`config.mk`:
```
export PLATFORM = sky130hd
export DESIGN_NAME = dmem_arbiter_flat
export DESIGN_NICKNAME = d
export VERILOG_FILES = /design/src/rtl/dmem_pkg.sv /design/src/rtl/dmem_arbiter_if.sv /design/src/rtl/dmem_arb_rdport.sv /design/src/rtl/dmem_arbiter.sv /design/src/flat_wrapper.sv
export SDC_FILE = /design/constraint.sdc
export NUM_CORES = 1
export LEC_CHECK = 0
export ABC_AREA = 1
export CAP_MARGIN = 20
export CORE_ASPECT_RATIO = 1.2
export CORE_UTILIZATION = 40
export CTS_BUF_LIST = sky130_fd_sc_hd__clkbuf_8
export DETAILED_ROUTE_END_ITERATION = 7
export GPL_TIMING_DRIVEN = 0
export PLACE_DENSITY = 0.85
export SLEW_MARGIN = 20
export SYNTH_ARGS = -nofsm -noshare
export SYNTH_HDL_FRONTEND = slang
export SYNTH_SLANG_ARGS = --single-unit
```
`constraint.sdc`:
```
create_clock -name clk -period 2.4 [get_ports clk]
set_clock_uncertainty 0.2 [all_clocks]
set_input_delay 0.48 -clock clk [delete_from_list [all_inputs] [get_ports clk]]
set_output_delay 0.48 -clock clk [all_outputs]
set_load 0.02 [all_outputs]
```
`src/rtl/dmem_pkg.sv`:
```
// ============================================================================
//  Module      : dmem_pkg
//  Description : Shared DMEM geometry, owner-state encoding and hold-counter
//                helper for the two-requester DMEM arbiter.
//  Contents    : DMEM_ADDR_W / DMEM_DATA_W   DMEM geometry (32 x 16)
//                owner_e                     arbiter ownership state
//                hold_inc()                  saturating hold-count increment
//  Revision    : 1.0 - initial release
// ============================================================================
`default_nettype none

package dmem_pkg;

  localparam int DMEM_ADDR_W = 5;
  localparam int DMEM_DATA_W = 16;

  // Hold counter is 4 bits wide and saturates rather than wrapping, so a
  // long single-requester stream can never alias back below MAX_HOLD.
  localparam int                HOLD_W   = 4;
  localparam logic [HOLD_W-1:0] HOLD_SAT = 4'hF;

  typedef enum logic [1:0] {
    IDLE = 2'b00,
    OWN0 = 2'b01,
    OWN1 = 2'b10
  } owner_e;

  function automatic logic [HOLD_W-1:0] hold_inc(input logic [HOLD_W-1:0] cnt);
    return (cnt == HOLD_SAT) ? cnt : cnt + 4'd1;
  endfunction

endpackage

`default_nettype wire

```
`src/rtl/dmem_arbiter_if.sv`:
```
// ============================================================================
//  Module      : dmem_arbiter_if
//  Description : Bundle of the two requester ports and the DMEM port seen by
//                the arbiter.
//  Modports    : slave  - the arbiter (takes requests, drives acks, read
//                         data and the DMEM address/data/write-enable)
//                master - the environment (requesters and the DMEM itself)
//  Signals     : reqN_i/weN_i/addrN_i/wdataN_i  requester N access
//                ackN_o                          requester N granted (comb)
//                rvalidN_o/rdataN_o              registered read return
//                mem_addr_o/mem_wdata_o/mem_we_o to DMEM
//                mem_rdata_i                     from DMEM (comb read)
//  Revision    : 1.0 - initial release
// ============================================================================
`default_nettype none

interface dmem_arbiter_if
  import dmem_pkg::*;
#(
  parameter int ADDR_W = DMEM_ADDR_W,
  parameter int DATA_W = DMEM_DATA_W
);

  logic              req0_i;
  logic              we0_i;
  logic [ADDR_W-1:0] addr0_i;
  logic [DATA_W-1:0] wdata0_i;
  logic              ack0_o;
  logic              rvalid0_o;
  logic [DATA_W-1:0] rdata0_o;

  logic              req1_i;
  logic              we1_i;
  logic [ADDR_W-1:0] addr1_i;
  logic [DATA_W-1:0] wdata1_i;
  logic              ack1_o;
  logic              rvalid1_o;
  logic [DATA_W-1:0] rdata1_o;

  logic [ADDR_W-1:0] mem_addr_o;
  logic [DATA_W-1:0] mem_wdata_o;
  logic              mem_we_o;
  logic [DATA_W-1:0] mem_rdata_i;

  modport slave (
    input  req0_i, we0_i, addr0_i, wdata0_i,
    input  req1_i, we1_i, addr1_i, wdata1_i,
    input  mem_rdata_i,
    output ack0_o, rvalid0_o, rdata0_o,
    output ack1_o, rvalid1_o, rdata1_o,
    output mem_addr_o, mem_wdata_o, mem_we_o
  );

  modport master (
    output req0_i, we0_i, addr0_i, wdata0_i,
    output req1_i, we1_i, addr1_i, wdata1_i,
    output mem_rdata_i,
    input  ack0_o, rvalid0_o, rdata0_o,
    input  ack1_o, rvalid1_o, rdata1_o,
    input  mem_addr_o, mem_wdata_o, mem_we_o
  );

endinterface

`default_nettype wire

```
`src/rtl/dmem_arb_rdport.sv`:
```
// ============================================================================
//  Module      : dmem_arb_rdport
//  Description : Per-requester read-return register. Captures DMEM read data
//                on the edge that ends a read grant and raises a one-cycle
//                valid strobe; the data holds until the next read grant.
//  Ports       : clk, rst_n      clock, async active-low reset
//                i_capture       read grant to this requester this cycle
//                i_rdata         DMEM combinational read data
//                o_rvalid        one-cycle read-valid pulse
//                o_rdata         captured read data
//  Revision    : 1.0 - initial release
// ============================================================================
`default_nettype none

module dmem_arb_rdport
  import dmem_pkg::*;
#(
  parameter int DATA_W = DMEM_DATA_W
) (
  input  logic              clk,
  input  logic              rst_n,
  input  logic              i_capture,
  input  logic [DATA_W-1:0] i_rdata,
  output logic              o_rvalid,
  output logic [DATA_W-1:0] o_rdata
);

  logic              r_rvalid;
  logic [DATA_W-1:0] r_rdata;

  always_ff @(posedge clk or negedge rst_n) begin
    if (!rst_n) begin
      r_rvalid <= 1'b0;
      r_rdata  <= '0;
    end else begin
      r_rvalid <= i_capture;
      if (i_capture) begin
        r_rdata <= i_rdata;
      end
    end
  end

  assign o_rvalid = r_rvalid;
  assign o_rdata  = r_rdata;

endmodule

`default_nettype wire

```
`src/rtl/dmem_arbiter.sv`:
```
// ============================================================================
//  Module      : dmem_arbiter
//  Description : Shares the single-port 32x16 DMEM between requester 0 (CPU
//                load/store) and requester 1 (loader/DMA). One requester is
//                granted per cycle, combinationally from the request levels
//                and the ownership state. Round-robin with a bounded hold:
//                while both request, the current owner keeps the memory for
//                at most MAX_HOLD consecutive grants.
//  Ports       : clk, rst_n       clock, async active-low reset
//                bus (slave)      requester ports + DMEM port
//                conflict_cnt_o   cycles with both requests (saturating),
//                                 present only with DMEM_ARB_STATS_EN
//  Parameters  : ADDR_W, DATA_W   DMEM geometry
//                MAX_HOLD         1..15, consecutive-grant limit under
//                                 contention
//  Options     : `define DMEM_ARB_STATS_EN adds the conflict counter port
//  Revision    : 1.0 - initial release
// ============================================================================
`default_nettype none

module dmem_arbiter
  import dmem_pkg::*;
#(
  parameter int ADDR_W   = DMEM_ADDR_W,
  parameter int DATA_W   = DMEM_DATA_W,
  parameter int MAX_HOLD = 4
) (
  input  logic          clk,
  input  logic          rst_n,
  dmem_arbiter_if.slave bus
`ifdef DMEM_ARB_STATS_EN
  ,
  output logic [15:0]   conflict_cnt_o
`endif
);

  localparam logic [HOLD_W-1:0] c_max_hold = HOLD_W'(MAX_HOLD);

  owner_e            r_owner;
  owner_e            w_owner_nxt;
  logic [HOLD_W-1:0] r_hold_cnt;
  logic [HOLD_W-1:0] w_hold_nxt;
  logic              r_last;        // last requester served (1 => 0 wins a tie)
  logic              w_last_nxt;

  logic              w_both;
  logic              w_gnt0;
  logic              w_gnt1;

  logic [ADDR_W-1:0] w_mem_addr;
  logic [DATA_W-1:0] w_mem_wdata;
  logic              w_mem_we;

  assign w_both = bus.req0_i & bus.req1_i;

  // --------------------------------------------------------------------------
  // Ownership state register
  // --------------------------------------------------------------------------
  always_ff @(posedge clk or negedge rst_n) begin
    if (!rst_n) begin
      r_owner    <= IDLE;
      r_hold_cnt <= '0;
      r_last     <= 1'b1;
    end else begin
      r_owner    <= w_owner_nxt;
      r_hold_cnt <= w_hold_nxt;
      r_last     <= w_last_nxt;
    end
  end

  // --------------------------------------------------------------------------
  // Grant decision and next-state
  // --------------------------------------------------------------------------
  always_comb begin
    w_gnt0      = 1'b0;
    w_gnt1      = 1'b0;
    w_owner_nxt = IDLE;
    w_hold_nxt  = '0;
    w_last_nxt  = r_last;

    if (w_both) begin
      // The current owner keeps the memory only while under its hold limit;
      // after that (or from IDLE) the one not served last takes over.
      if (r_owner == OWN0 && r_hold_cnt < c_max_hold) begin
        w_gnt0 = 1'b1;
      end else if (r_owner == OWN1 && r_hold_cnt < c_max_hold) begin
        w_gnt1 = 1'b1;
      end else if (r_last) begin
        w_gnt0 = 1'b1;
      end else begin
        w_gnt1 = 1'b1;
      end
    end else if (bus.req0_i) begin
      w_gnt0 = 1'b1;
    end else if (bus.req1_i) begin
      w_gnt1 = 1'b1;
    end

    if (w_gnt0) begin
      w_owner_nxt = OWN0;
      w_hold_nxt  = (r_owner == OWN0) ? hold_inc(r_hold_cnt) : 4'd1;
      w_last_nxt  = 1'b0;
    end else if (w_gnt1) begin
      w_owner_nxt = OWN1;
      w_hold_nxt  = (r_owner == OWN1) ? hold_inc(r_hold_cnt) : 4'd1;
      w_last_nxt  = 1'b1;
    end
  end

  // --------------------------------------------------------------------------
  // DMEM drive: granted requester's address/data, zeros when idle
  // --------------------------------------------------------------------------
  always_comb begin
    w_mem_addr  = '0;
    w_mem_wdata = '0;
    w_mem_we    = 1'b0;
    if (w_gnt0) begin
      w_mem_addr  = bus.addr0_i;
      w_mem_wdata = bus.wdata0_i;
      w_mem_we    = bus.we0_i;
    end else if (w_gnt1) begin
      w_mem_addr  = bus.addr1_i;
      w_mem_wdata = bus.wdata1_i;
      w_mem_we    = bus.we1_i;
    end
  end

  // Acks and the write strobe are combinational from the request inputs, so
  // they must be masked explicitly while reset is asserted; this also makes
  // a reset mid-access abort the write before the DMEM commits it.
  assign bus.ack0_o      = w_gnt0 & rst_n;
  assign bus.ack1_o      = w_gnt1 & rst_n;
  assign bus.mem_we_o    = w_mem_we & rst_n;
  assign bus.mem_addr_o  = w_mem_addr;
  assign bus.mem_wdata_o = w_mem_wdata;

  // --------------------------------------------------------------------------
  // Read-return registers
  // --------------------------------------------------------------------------
  dmem_arb_rdport #(
    .DATA_W (DATA_W)
  ) u_rdport0 (
    .clk       (clk),
    .rst_n     (rst_n),
    .i_capture (w_gnt0 & ~bus.we0_i),
    .i_rdata   (bus.mem_rdata_i),
    .o_rvalid  (bus.rvalid0_o),
    .o_rdata   (bus.rdata0_o)
  );

  dmem_arb_rdport #(
    .DATA_W (DATA_W)
  ) u_rdport1 (
    .clk       (clk),
    .rst_n     (rst_n),
    .i_capture (w_gnt1 & ~bus.we1_i),
    .i_rdata   (bus.mem_rdata_i),
    .o_rvalid  (bus.rvalid1_o),
    .o_rdata   (bus.rdata1_o)
  );

`ifdef DMEM_ARB_STATS_EN
  // --------------------------------------------------------------------------
  // Contention statistics: cycles with both requests raised
  // --------------------------------------------------------------------------
  logic [15:0] r_conflict_cnt;

  always_ff @(posedge clk or negedge rst_n) begin
    if (!rst_n) begin
      r_conflict_cnt <= '0;
    end else if (w_both && r_conflict_cnt != 16'hFFFF) begin
      r_conflict_cnt <= r_conflict_cnt + 16'd1;
    end
  end

  assign conflict_cnt_o = r_conflict_cnt;
`endif

endmodule

`default_nettype wire
```
`src/flat_wrapper.sv`:
```
// flat-port wrapper written by rule: the top's interface ports become plain ports
module dmem_arbiter_flat import dmem_pkg::*;
#(
  parameter int ADDR_W   = DMEM_ADDR_W,
  parameter int DATA_W   = DMEM_DATA_W,
  parameter int MAX_HOLD = 4
)
  (clk, rst_n, bus_req0_i, bus_we0_i, bus_addr0_i, bus_wdata0_i, bus_req1_i, bus_we1_i, bus_addr1_i, bus_wdata1_i, bus_mem_rdata_i, bus_ack0_o, bus_rvalid0_o, bus_rdata0_o, bus_ack1_o, bus_rvalid1_o, bus_rdata1_o, bus_mem_addr_o, bus_mem_wdata_o, bus_mem_we_o);
  dmem_arbiter_if #(.ADDR_W(ADDR_W), .DATA_W(DATA_W)) bus_i ();
  input  logic clk;
  input  logic rst_n;
  input wire logic [$bits(bus_i.req0_i)-1:0] bus_req0_i;
  input wire logic [$bits(bus_i.we0_i)-1:0] bus_we0_i;
  input wire logic [$bits(bus_i.addr0_i)-1:0] bus_addr0_i;
  input wire logic [$bits(bus_i.wdata0_i)-1:0] bus_wdata0_i;
  input wire logic [$bits(bus_i.req1_i)-1:0] bus_req1_i;
  input wire logic [$bits(bus_i.we1_i)-1:0] bus_we1_i;
  input wire logic [$bits(bus_i.addr1_i)-1:0] bus_addr1_i;
  input wire logic [$bits(bus_i.wdata1_i)-1:0] bus_wdata1_i;
  input wire logic [$bits(bus_i.mem_rdata_i)-1:0] bus_mem_rdata_i;
  output wire logic [$bits(bus_i.ack0_o)-1:0] bus_ack0_o;
  output wire logic [$bits(bus_i.rvalid0_o)-1:0] bus_rvalid0_o;
  output wire logic [$bits(bus_i.rdata0_o)-1:0] bus_rdata0_o;
  output wire logic [$bits(bus_i.ack1_o)-1:0] bus_ack1_o;
  output wire logic [$bits(bus_i.rvalid1_o)-1:0] bus_rvalid1_o;
  output wire logic [$bits(bus_i.rdata1_o)-1:0] bus_rdata1_o;
  output wire logic [$bits(bus_i.mem_addr_o)-1:0] bus_mem_addr_o;
  output wire logic [$bits(bus_i.mem_wdata_o)-1:0] bus_mem_wdata_o;
  output wire logic [$bits(bus_i.mem_we_o)-1:0] bus_mem_we_o;
  assign bus_i.req0_i = bus_req0_i;
  assign bus_i.we0_i = bus_we0_i;
  assign bus_i.addr0_i = bus_addr0_i;
  assign bus_i.wdata0_i = bus_wdata0_i;
  assign bus_i.req1_i = bus_req1_i;
  assign bus_i.we1_i = bus_we1_i;
  assign bus_i.addr1_i = bus_addr1_i;
  assign bus_i.wdata1_i = bus_wdata1_i;
  assign bus_i.mem_rdata_i = bus_mem_rdata_i;
  assign bus_ack0_o = bus_i.ack0_o;
  assign bus_rvalid0_o = bus_i.rvalid0_o;
  assign bus_rdata0_o = bus_i.rdata0_o;
  assign bus_ack1_o = bus_i.ack1_o;
  assign bus_rvalid1_o = bus_i.rvalid1_o;
  assign bus_rdata1_o = bus_i.rdata1_o;
  assign bus_mem_addr_o = bus_i.mem_addr_o;
  assign bus_mem_wdata_o = bus_i.mem_wdata_o;
  assign bus_mem_we_o = bus_i.mem_we_o;
  dmem_arbiter #(.ADDR_W(ADDR_W), .DATA_W(DATA_W), .MAX_HOLD(MAX_HOLD)) u_core (.clk(clk), .rst_n(rst_n), .bus(bus_i));
endmodule
```
---- After elaboration in Yosys (flattened, before gate mapping) ----
Index checks and enable logic that the tools add are counted.
word-level totals
  word-level logic and storage cells ...... 49
  register bits after elaboration ......... 41
  output and inout port bits .............. 58
cells by class
  muxes and demuxes ....................... 26
  order comparisons ....................... 1
  $add $sub $neg .......................... 1
  reduce and logical (&&, ||, !) cells .... 3
  bitwise logic cells ..................... 8
  eq/ne operators ......................... 3
operator list
  operator             count
  $mux 16              2
  $mux 4               5
  $mux 1               15
  $mux 5               2
  $and 1x1->1          6
  $add 4x1->4 const B  1
  $eq 4x4->1 const B   1
  $lt 4x3->1 const B   1
  $mux 2               2
  $eq 2x1->1 const B   1
  $eq 2x2->1 const B   1
  $logic_and 1x1->1    2
  $not 1->1            2
  $reduce_bool 2->1    1

---- Longest topological paths before layout ----
Gate-level depths: netlist (run 1).
  depth after elaboration ................. 8
  gate-level depth with buffers ........... 11

---- Hierarchy ----
From an unflattened synthesis (run 1), not the netlist that was laid out.
second synthesis, totals
  cells, all modules ...................... 272
  area total of the unflattened synthesis .. 2179.6 um^2
modules (own cells, without submodules)
  module           cells each  instances  sequential area each (um^2)  area an instance (um^2)
  dmem_arb_rdport  69          2          425.4                        669.4
  dmem_arbiter     134         1          176.4                        840.8

---- Worst setup path before layout (run 1) ----
OpenSTA, ideal clock, no wires.
  path kind ............................... register to output
  start ................................... register u_core.r_owner[0]
  end ..................................... output bus_mem_we_o
  arrival time ............................ 1364 ps
  buffers on the path ..................... 1
  slack ................................... 356 ps
  stages on the path, launching flop included .. 10
  path through ............................ dfrtp_1 -> inv_2 -> nor2_4 -> nand2_2 -> nand2_4 -> nand2_8 -> buf_2 -> nand3_1 -> nand2_1 -> nor2_1
on the way
  word-level cells in the longest chain between the ends .. 8
  elaborated cells between the ends (all ways) .. 13
  classes of those cells .................. eq/ne (2); mux (8); bitwise (1); reduce/logical (2)
ends and longest elaborated chain
  element                 RTL line             text
  from (decl)             dmem_arbiter.sv:39   owner_e r_owner;
  from (signal assigned)  dmem_arbiter.sv:65   r_owner <= w_owner_nxt;
  $eq 2x2->1              dmem_arbiter.sv:86   end else if (r_owner == OWN1 && r_hold_cnt < c_max_hold) begin
  $logic_and 1x1->1       dmem_arbiter.sv:86
  $mux 1                  dmem_arbiter.sv:86
  $mux 1                  dmem_arbiter.sv:84   if (r_owner == OWN0 && r_hold_cnt < c_max_hold) begin
  $mux 1                  dmem_arbiter.sv:81   if (w_both) begin
  $mux 1                  dmem_arbiter.sv:121  end else if (w_gnt1) begin
  $mux 1 (*)              dmem_arbiter.sv:117  if (w_gnt0) begin
  $and 1x1->1 (*)         dmem_arbiter.sv:133  assign bus.mem_we_o = w_mem_we & rst_n;
  to (decl)               flat_wrapper.sv:29   output wire logic [$bits(bus_i.mem_we_o)-1:0] bus_mem_we_o;
Every way passes the cells marked *; elsewhere a longest branch is shown, timed or not.

---- Final worst setup path (run 1) ----
  start ................................... register u_core.r_hold_cnt[2]
  end ..................................... output bus_mem_wdata_o[15]
on the way
  word-level cells in the longest chain between the ends .. 7
  elaborated cells between the ends (all ways) .. 11
  classes of those cells .................. order compare (1); mux (8); reduce/logical (2)
ends and longest elaborated chain
  element                 RTL line                                text
  from (decl)             dmem_arbiter.sv:41                      logic [HOLD_W-1:0] r_hold_cnt;
  from (signal assigned)  dmem_arbiter.sv:66                      r_hold_cnt <= w_hold_nxt;
  $lt 4x3->1 (*)          dmem_arbiter.sv:84, dmem_arbiter.sv:86
  $logic_and 1x1->1       dmem_arbiter.sv:86
  $mux 1                  dmem_arbiter.sv:86
  $mux 1                  dmem_arbiter.sv:84
  $mux 1                  dmem_arbiter.sv:81
  $mux 16                 dmem_arbiter.sv:121
  $mux 16 (*)             dmem_arbiter.sv:117
  to (decl)               flat_wrapper.sv:28                      output wire logic [$bits(bus_i.mem_wdata_o)-1:0] bus_mem_wdata_o;
Marked as above.

==> results of run 1 <==
-- final timing paths --
check | from | endpoint | slack, ns
setup / recovery | u_core.r_hold_cnt[2] | bus_mem_wdata_o[15] | -0.007
hold / removal | rst_n | u_core.u_rdport0.o_rdata[15] | 0.02
max in group asynchronous | rst_n | u_core.u_rdport0.o_rdata[6] | 0.83
setup reg to reg | u_core.r_hold_cnt[2] | u_core.u_rdport0.o_rdata[12] | 0.60
hold reg to reg | u_core.u_rdport0.o_rdata[0] | u_core.u_rdport0.o_rdata[0] | 0.27
min in group clk | u_core.u_rdport0.o_rdata[0] | u_core.u_rdport0.o_rdata[0] | 0.27
-- critical path, cell delays in order, from the launching register on --
cell	delay [ns]
sky130_fd_sc_hd__dfrtp_1	0.42
sky130_fd_sc_hd__nor2_4	0.16
sky130_fd_sc_hd__buf_6	0.12
sky130_fd_sc_hd__nand2_4	0.05
sky130_fd_sc_hd__nand2_4	0.08
sky130_fd_sc_hd__nand2_8	0.09
sky130_fd_sc_hd__nand2_8	0.10
sky130_fd_sc_hd__buf_8	0.13
sky130_fd_sc_hd__nand2_1	0.06
sky130_fd_sc_hd__nand2_1	0.10
sky130_fd_sc_hd__buf_6	0.13
-- cell usage after synthesis (3+ instances only) --
master	instances	area, um^2
sky130_fd_sc_hd__inv_1	8	30.0
sky130_fd_sc_hd__nand4_1	18	113
sky130_fd_sc_hd__clkbuf_1	4	15.0
sky130_fd_sc_hd__buf_6	3	33.8
sky130_fd_sc_hd__nand2_2	3	18.8
sky130_fd_sc_hd__a21oi_1	3	15.0
sky130_fd_sc_hd__nand3_1	19	95.1
sky130_fd_sc_hd__buf_4	4	30.0
sky130_fd_sc_hd__nand2_1	147	552
sky130_fd_sc_hd__nor2_1	8	30.0
sky130_fd_sc_hd__nand2_8	3	60.1
sky130_fd_sc_hd__dfrtp_1	40	1000
-- metrics by stage --
| step | total power, W | cells | instance area, um^2 |
|---|---|---|---|
| after floorplan | 0.00144 | 278 | 2160 |
| after global placement | 0.00197 | 459 | 3440 |
| after detailed placement | 0.00200 | 460 | 3470 |
| after CTS | 0.00243 | 479 | 3570 |
| after global routing | 0.00266 | 483 | 3780 |
| final | 0.00253 | 483 | 3780 |
-- registers in the layout (all words and copies together), names as in the netlist --
| signal | flops |
|---|---|
| u_core.u_rdport0.o_rvalid | 1 |
| u_core.u_rdport0.o_rdata | 16 |
| u_core.r_last | 1 |
| u_core.u_rdport1.o_rvalid | 1 |
| u_core.r_owner | 2 |
| u_core.u_rdport1.o_rdata | 16 |
| u_core.r_hold_cnt | 4 |
-- metal layers --
| layer | vias up | track usage, % | wire (um) |
|---|---|---|---|
| met1 | 1127 | 25.3 | 2500 |
| met2 | 112 | 42.3 | 3670 |
| met4 | 0 | 9.59 | 153 |
| li1 | 1170 | - | - |
| met3 | 15 | 5.22 | 482 |
| met5 | - | 0 | 0 |
-- layout make-up --
class	count	area (um^2)	area share (%)
Inverter	13	56.3	1.49
Sequential cell	41	1030	27.2
Buffer	14	141	3.74
Timing Repair Buffer	138	1370	36.2
Multi-Input combinational cell	210	1030	27.1
Clock inverter	1	3.75	0.0992
Clock buffer	6	82.6	2.18
Tap cell	60	75.1	1.98
-- repair_timing --
item / 4_1_cts / 5_1_grt
cloned: 1 / 1
setup endpoints to repair: 24 / 24
buffers inserted: 10 / 3
hold buffers: 1 / 0
pin swaps: 4 / 9
resized for setup: 110 / 64
hold endpoints to repair: 16 / 0
-- cell families (layout without fill, tap and decap cells) --
kind of cell             Yosys count  after routing  share of synthesized area (%)
buffers and inverters             27            172                           7.42
adder cells (fa/ha/maj)            1              1                          0.580
AND/OR/NAND/NOR                  203            203                           42.8
AO/OA/AOI/OAI                      5              5                           1.16
XOR/XNOR                           1              1                          0.406
flip-flops                        41             41                           47.6
-- power breakdown --
group,leakage [nW],switching [W],internal [W]
clock network,0.0485,0.000216,0.000224
registers,0.510,0.0000792,0.000825
logic,1.34,0.000608,0.000576
==> impl_metrics.ini, run 1 <==
[outcome]
status = finished, violations left
failing_checks = setup timing

[power_and_ir_drop]
vdd_ir_drop_max_uv = 347
cellPowerDensity_mw_per_mm2 = 668
power_leakage_nw = 1.89

[timing]
tightestPinTransition_ns = 0.718
grt_setup_unrepaired = yes
final_min_period_over_clock_period_pct = 100
totalNegativeSetupSlack_ns = -0.00663
final_setup_violation_count = 1
report.final.hold_viol_count = 0
fin_crit_ns = 2.41
timing.final.max_slew_violations = 0
post-route-worst-setup-slack_ns = -0.00663
final.hold.worst_slack_ns = 0.0243
timing.max_slew.rel_slack_pct = 51.9
timing.fmax_mhz = 416

[die]
start_util_pct = 42.8
die_h_um = 82.5
die_width_um = 69.1
count_of_pins_on_the_block_boundary = 122
row_count = 28
coreArea_mm2 = 0.00504
fp.dieArea_mm2 = 0.00569

[detailed_routing]
initialDrtViolationCount = 148
detail_route.drc_violations = 0
routed_via_density = 5.02
drt-wirelength-per-cell_um = 14.1
ant_nets = 0
detailroute.via_count = 2424
postRouteWirelength_um = 6800
drt_first_pass_iters = 4

[clocking]
htree_num_levels = 2
worst_setup_hold_path_clk_slew_ns = 0.07
clk_root_buffer_cell = sky130_fd_sc_hd__clkbuf_8
tritoncts = yes
clock_buffer_count_from_cts = 5
numClockSinks = 41
clk_path_buf_depth = 2
clk_latency_ns = 0.28

[place]
placement.setup.worst_slack_ns = -0.721
detailed_place_hpwl_um = 4810
gpl.final_weighted_congestion = 0.817
port_buffers = 121

[global_routing]
grt_pass1_wl_um = 10300
grt.overflow.total = 0
first_global_vias = 2333
grt_use_total_pct = 22.8
grt_antenna_before_repair = 0
grt_start_max_net_pins = 26

[final_layout]
antenna-diode-count = 0
post_route_cells_drive_above_1_share_pct = 19.9
layout_common_cells = sky130_fd_sc_hd__nand2_1 (139), sky130_fd_sc_hd__clkdlybuf4s50_1 (94), sky130_fd_sc_hd__dfrtp_1 (40)
most_common_cell_after_layout_fill_and_taps_aside = sky130_fd_sc_hd__nand2_1
fin_util_pct = 75.0
flow.area_growth_from_synthesis_pct = 75.2
num-fill-cells = 364
final_nets = 488

[synth]
ys_async_sr_fraction_pct = 100
avgSynthCellArea_um2 = 7.76
ys_seq_elements = 41
yosysUniqueCellTypes = 25
netlist_instances = 278
synth-edff-count = 0
synth_warnings = 0
synthFlopType = sky130_fd_sc_hd__dfrtp_1
post_synthesis_net_count = 343
proportion_of_synthesized_chip_area_in_sequential_cells_pct = 47.6
netlist_area_mm2 = 0.00216

[worst_setup_path]
critical_path.startpoint_type = flop
path_max_fanout = 8
worst_ep_required_time_ns = 1.72
worstSetupEndpointType = output pin
cp.arrival_ns = 1.73
setup.worst_path.class = flop to output pin
r2r_cells = 11

[job]
maxCapViolCount = 0

[worst_hold_path]
hold_path_class = input pin to async pin
Power figures use the tool's default switching activity.
==> run 2: changes to the inputs <==
--- a/config.mk
+++ b/config.mk
@@ -11,7 +11,9 @@
 export CORE_UTILIZATION = 40
 export CTS_BUF_LIST = sky130_fd_sc_hd__clkbuf_8
 export DETAILED_ROUTE_END_ITERATION = 7
+export GPL_ROUTABILITY_DRIVEN = 0
 export GPL_TIMING_DRIVEN = 0
+export HOLD_SLACK_MARGIN = 0.06
 export PLACE_DENSITY = 0.85
 export SLEW_MARGIN = 20
 export SYNTH_ARGS = -nofsm -noshare
==> run 2 against run 1 <==
Net effect:
- the flow still finishes with violations (setup timing)
- maximum frequency is 0.37% lower
- total power is 1.2% lower
- flip-flop and latch count is the same
- sequential power hardly changed
- hold slack improved by 0.25 ns
- cell count down 0.21%
- wire length decreased by 1.7%
- global-route usage unchanged
- first-iteration DRC count fell by 4.1%
- setup slack got worse by 0.0089 ns
- combinational power is essentially flat
- sequential share of layout area is 0.40 points higher
- largest cell class unchanged
- highest routed layer unchanged
==> impl_metrics.ini, run 2 (synthesis results as in run 1) <==
[global_routing]
grt_start_max_net_pins = 26
grt_use_total_pct = 22.8
globalRouteMet2Util_pct = 42.6
first_global_vias = 2331
global_route.usage.met3_pct = 5.10
globalRouteMet1Util_pct = 25.4
grt_pass1_wl_um = 10300
grt_antenna_before_repair = 0
grt.overflow.total = 0
routing_layer_with_the_top_usage_in_global_route = met2

[die]
die_h_um = 82.5
count_of_pins_on_the_block_boundary = 122
fp.dieArea_mm2 = 0.00569
row_count = 28
start_util_pct = 42.8
coreArea_mm2 = 0.00504
die_width_um = 69.1

[detailed_routing]
drt-wirelength-per-cell_um = 13.9
ant_nets = 0
routed_via_density = 4.96
drt_first_pass_iters = 4
postRouteWirelength_um = 6680
initialDrtViolationCount = 142
detail_route.drc_violations = 0
detailroute.via_count = 2392

[place]
detailed_place_hpwl_um = 4810
port_buffers = 121
place.detailed.instances = 460

[power_and_ir_drop]
power_leakage_nw = 1.88
vdd_ir_drop_max_uv = 339
cellPowerDensity_mw_per_mm2 = 670

[worst_setup_path]
cp.arrival_ns = 1.74
rr_endpoint = u_core.u_rdport0.o_rdata[12]
path_max_fanout = 6
setup.reg_to_reg.worst_slack_ns = 0.61
worstPathCellList = nor2_4 -> buf_6 -> nand2_2 -> nand2_4 -> nand2_8 -> nand2_4 -> inv_8 -> buf_6 -> nand2_1 -> nand2_1 -> buf_4
crit_family = simple AND/OR/NAND/NOR gates
worst_ep_required_time_ns = 1.72
setup.worst_path.class = flop to output pin
critical_path.startpoint_type = flop
critical_path_buf_inv_count = 4
r2r_cells = 11
critical-path-slowest-cell = sky130_fd_sc_hd__dfrtp_1
critical_path.max_stage_delay_ns = 0.42
worstSetupEndpointType = output pin
regToRegStartpoint = u_core.r_hold_cnt[2]

[worst_hold_path]
worst_hold_path.endpoint = u_core.u_rdport0.o_rdata[0]
worstHoldStart = u_core.u_rdport0.o_rdata[0]
hold_path_class = flop to flop
hold_depth = 2

[final_layout]
antenna-diode-count = 0
most_common_cell_after_layout_fill_and_taps_aside = sky130_fd_sc_hd__nand2_1
final_nets = 487
post_route_cells_drive_above_1_share_pct = 19.2
flow.area_growth_from_synthesis_pct = 72.7
fin_util_pct = 73.9
fin_cells = 482
layout_common_cells = sky130_fd_sc_hd__nand2_1 (138), sky130_fd_sc_hd__clkdlybuf4s50_1 (94), sky130_fd_sc_hd__dfrtp_1 (40)

[clocking]
tritoncts = yes
clock_buffer_count_from_cts = 5
clk_latency_ns = 0.29
worst_setup_hold_path_clk_slew_ns = 0.07
numClockSinks = 41
clk_path_buf_depth = 2
htree_num_levels = 2
clk_root_buffer_cell = sky130_fd_sc_hd__clkbuf_8

[timing]
post-route-worst-setup-slack_ns = -0.0155
timing.fmax_mhz = 414
timing.max_slew.rel_slack_pct = 50.7
final_setup_violation_count = 6
final_min_period_over_clock_period_pct = 101
grt_setup_unrepaired = yes
timing.final.max_slew_violations = 0
report.final.hold_viol_count = 0
fin_crit_ns = 2.42
tightestPinTransition_ns = 0.736

[job]
maxCapViolCount = 0

[outcome]
failing_checks = setup timing
status = finished, violations left
[run 2: cell count changes in the layout (fill, tap and decap cells not counted), moves of 2 or more]
cell / change
sky130_fd_sc_hd__buf_6: -6
sky130_fd_sc_hd__buf_4: +5
sky130_fd_sc_hd__buf_8: -2
sky130_fd_sc_hd__nand2_2: +2
[run 2: stage by stage]
stage	setup TNS [ns]	instance area, um^2	worst slack (ns)	total power [W]	hold WS, ns
CTS	-0.00228	3580	-0.00228	0.00244	0.275
global route	-1.78	3730	-0.0902	0.00262	0.294
detailed placement	-15.49	3470	-0.721	0.00200	0.255
floorplan	0	2160	0.356	0.00144	-0.0156
global placement	-33.77	3440	-1.59	0.00197	0.254
finish	-0.0334	3730	-0.0155	0.00250	0.271
[run 2: layer usage]
layer	routed length [um]	up-vias
li1	-	1169
met2	3580	112
met5	0	-
met1	2520	1099
met4	106	0
met3	478	12
[run 2: where the power goes]
group,total [W],switching (W),internal (W)
combinational,0.00115,0.000594,0.000555
clock,0.000444,0.000220,0.000224
sequential,0.000905,0.0000799,0.000825
[run 2: layout make-up]
class | count | area (um^2)
clock buffer | 6 | 82.6
fill | 379 | 1320
multi-input combinational | 210 | 1010
buffer | 14 | 134
timing repair buffer | 137 | 1340
sequential | 41 | 1030
tap | 60 | 75.1
inverter | 13 | 56.3
clock inverter | 1 | 3.75
[run 2: tightest hold or removal path, delay by kind of cell, from the launching register on]
| family | cells | cell delay [ns] |
|---|---|---|
| flip-flops | 1 | 0.34 |
| AND/OR/NAND/NOR | 2 | 0.10 |
[run 2: repair_timing]
item	4_1_cts	5_1_grt
buffers inserted	10	1
setup endpoints to repair	24	24
endpoints found under the hold margin	16	0
pin swaps	4	7
resized for setup	110	49
hold buffers	2	0
cloned	1	1
[run 2: how the worst max path moves through the flow]
| stage | from | end | slack, ns | depth (start not counted) |
|---|---|---|---|---|
| 5_1_grt | u_core.r_hold_cnt[2] | bus_mem_addr_o[3] | -0.09 | 11 |
| 6_report | u_core.r_hold_cnt[2] | bus_mem_wdata_o[0] | -0.02 | 11 |
| 3_5_place_dp | bus_req0_i | bus_mem_wdata_o[8] | -0.72 | 7 |
| 3_3_place_gp | rst_n | bus_ack0_o | -1.59 | 4 |
| 4_1_cts | u_core.r_hold_cnt[3] | bus_ack0_o | -0.002 | 8 |
| 2_1_floorplan | u_core.r_owner[0] | bus_mem_we_o | 0.36 | 9 |
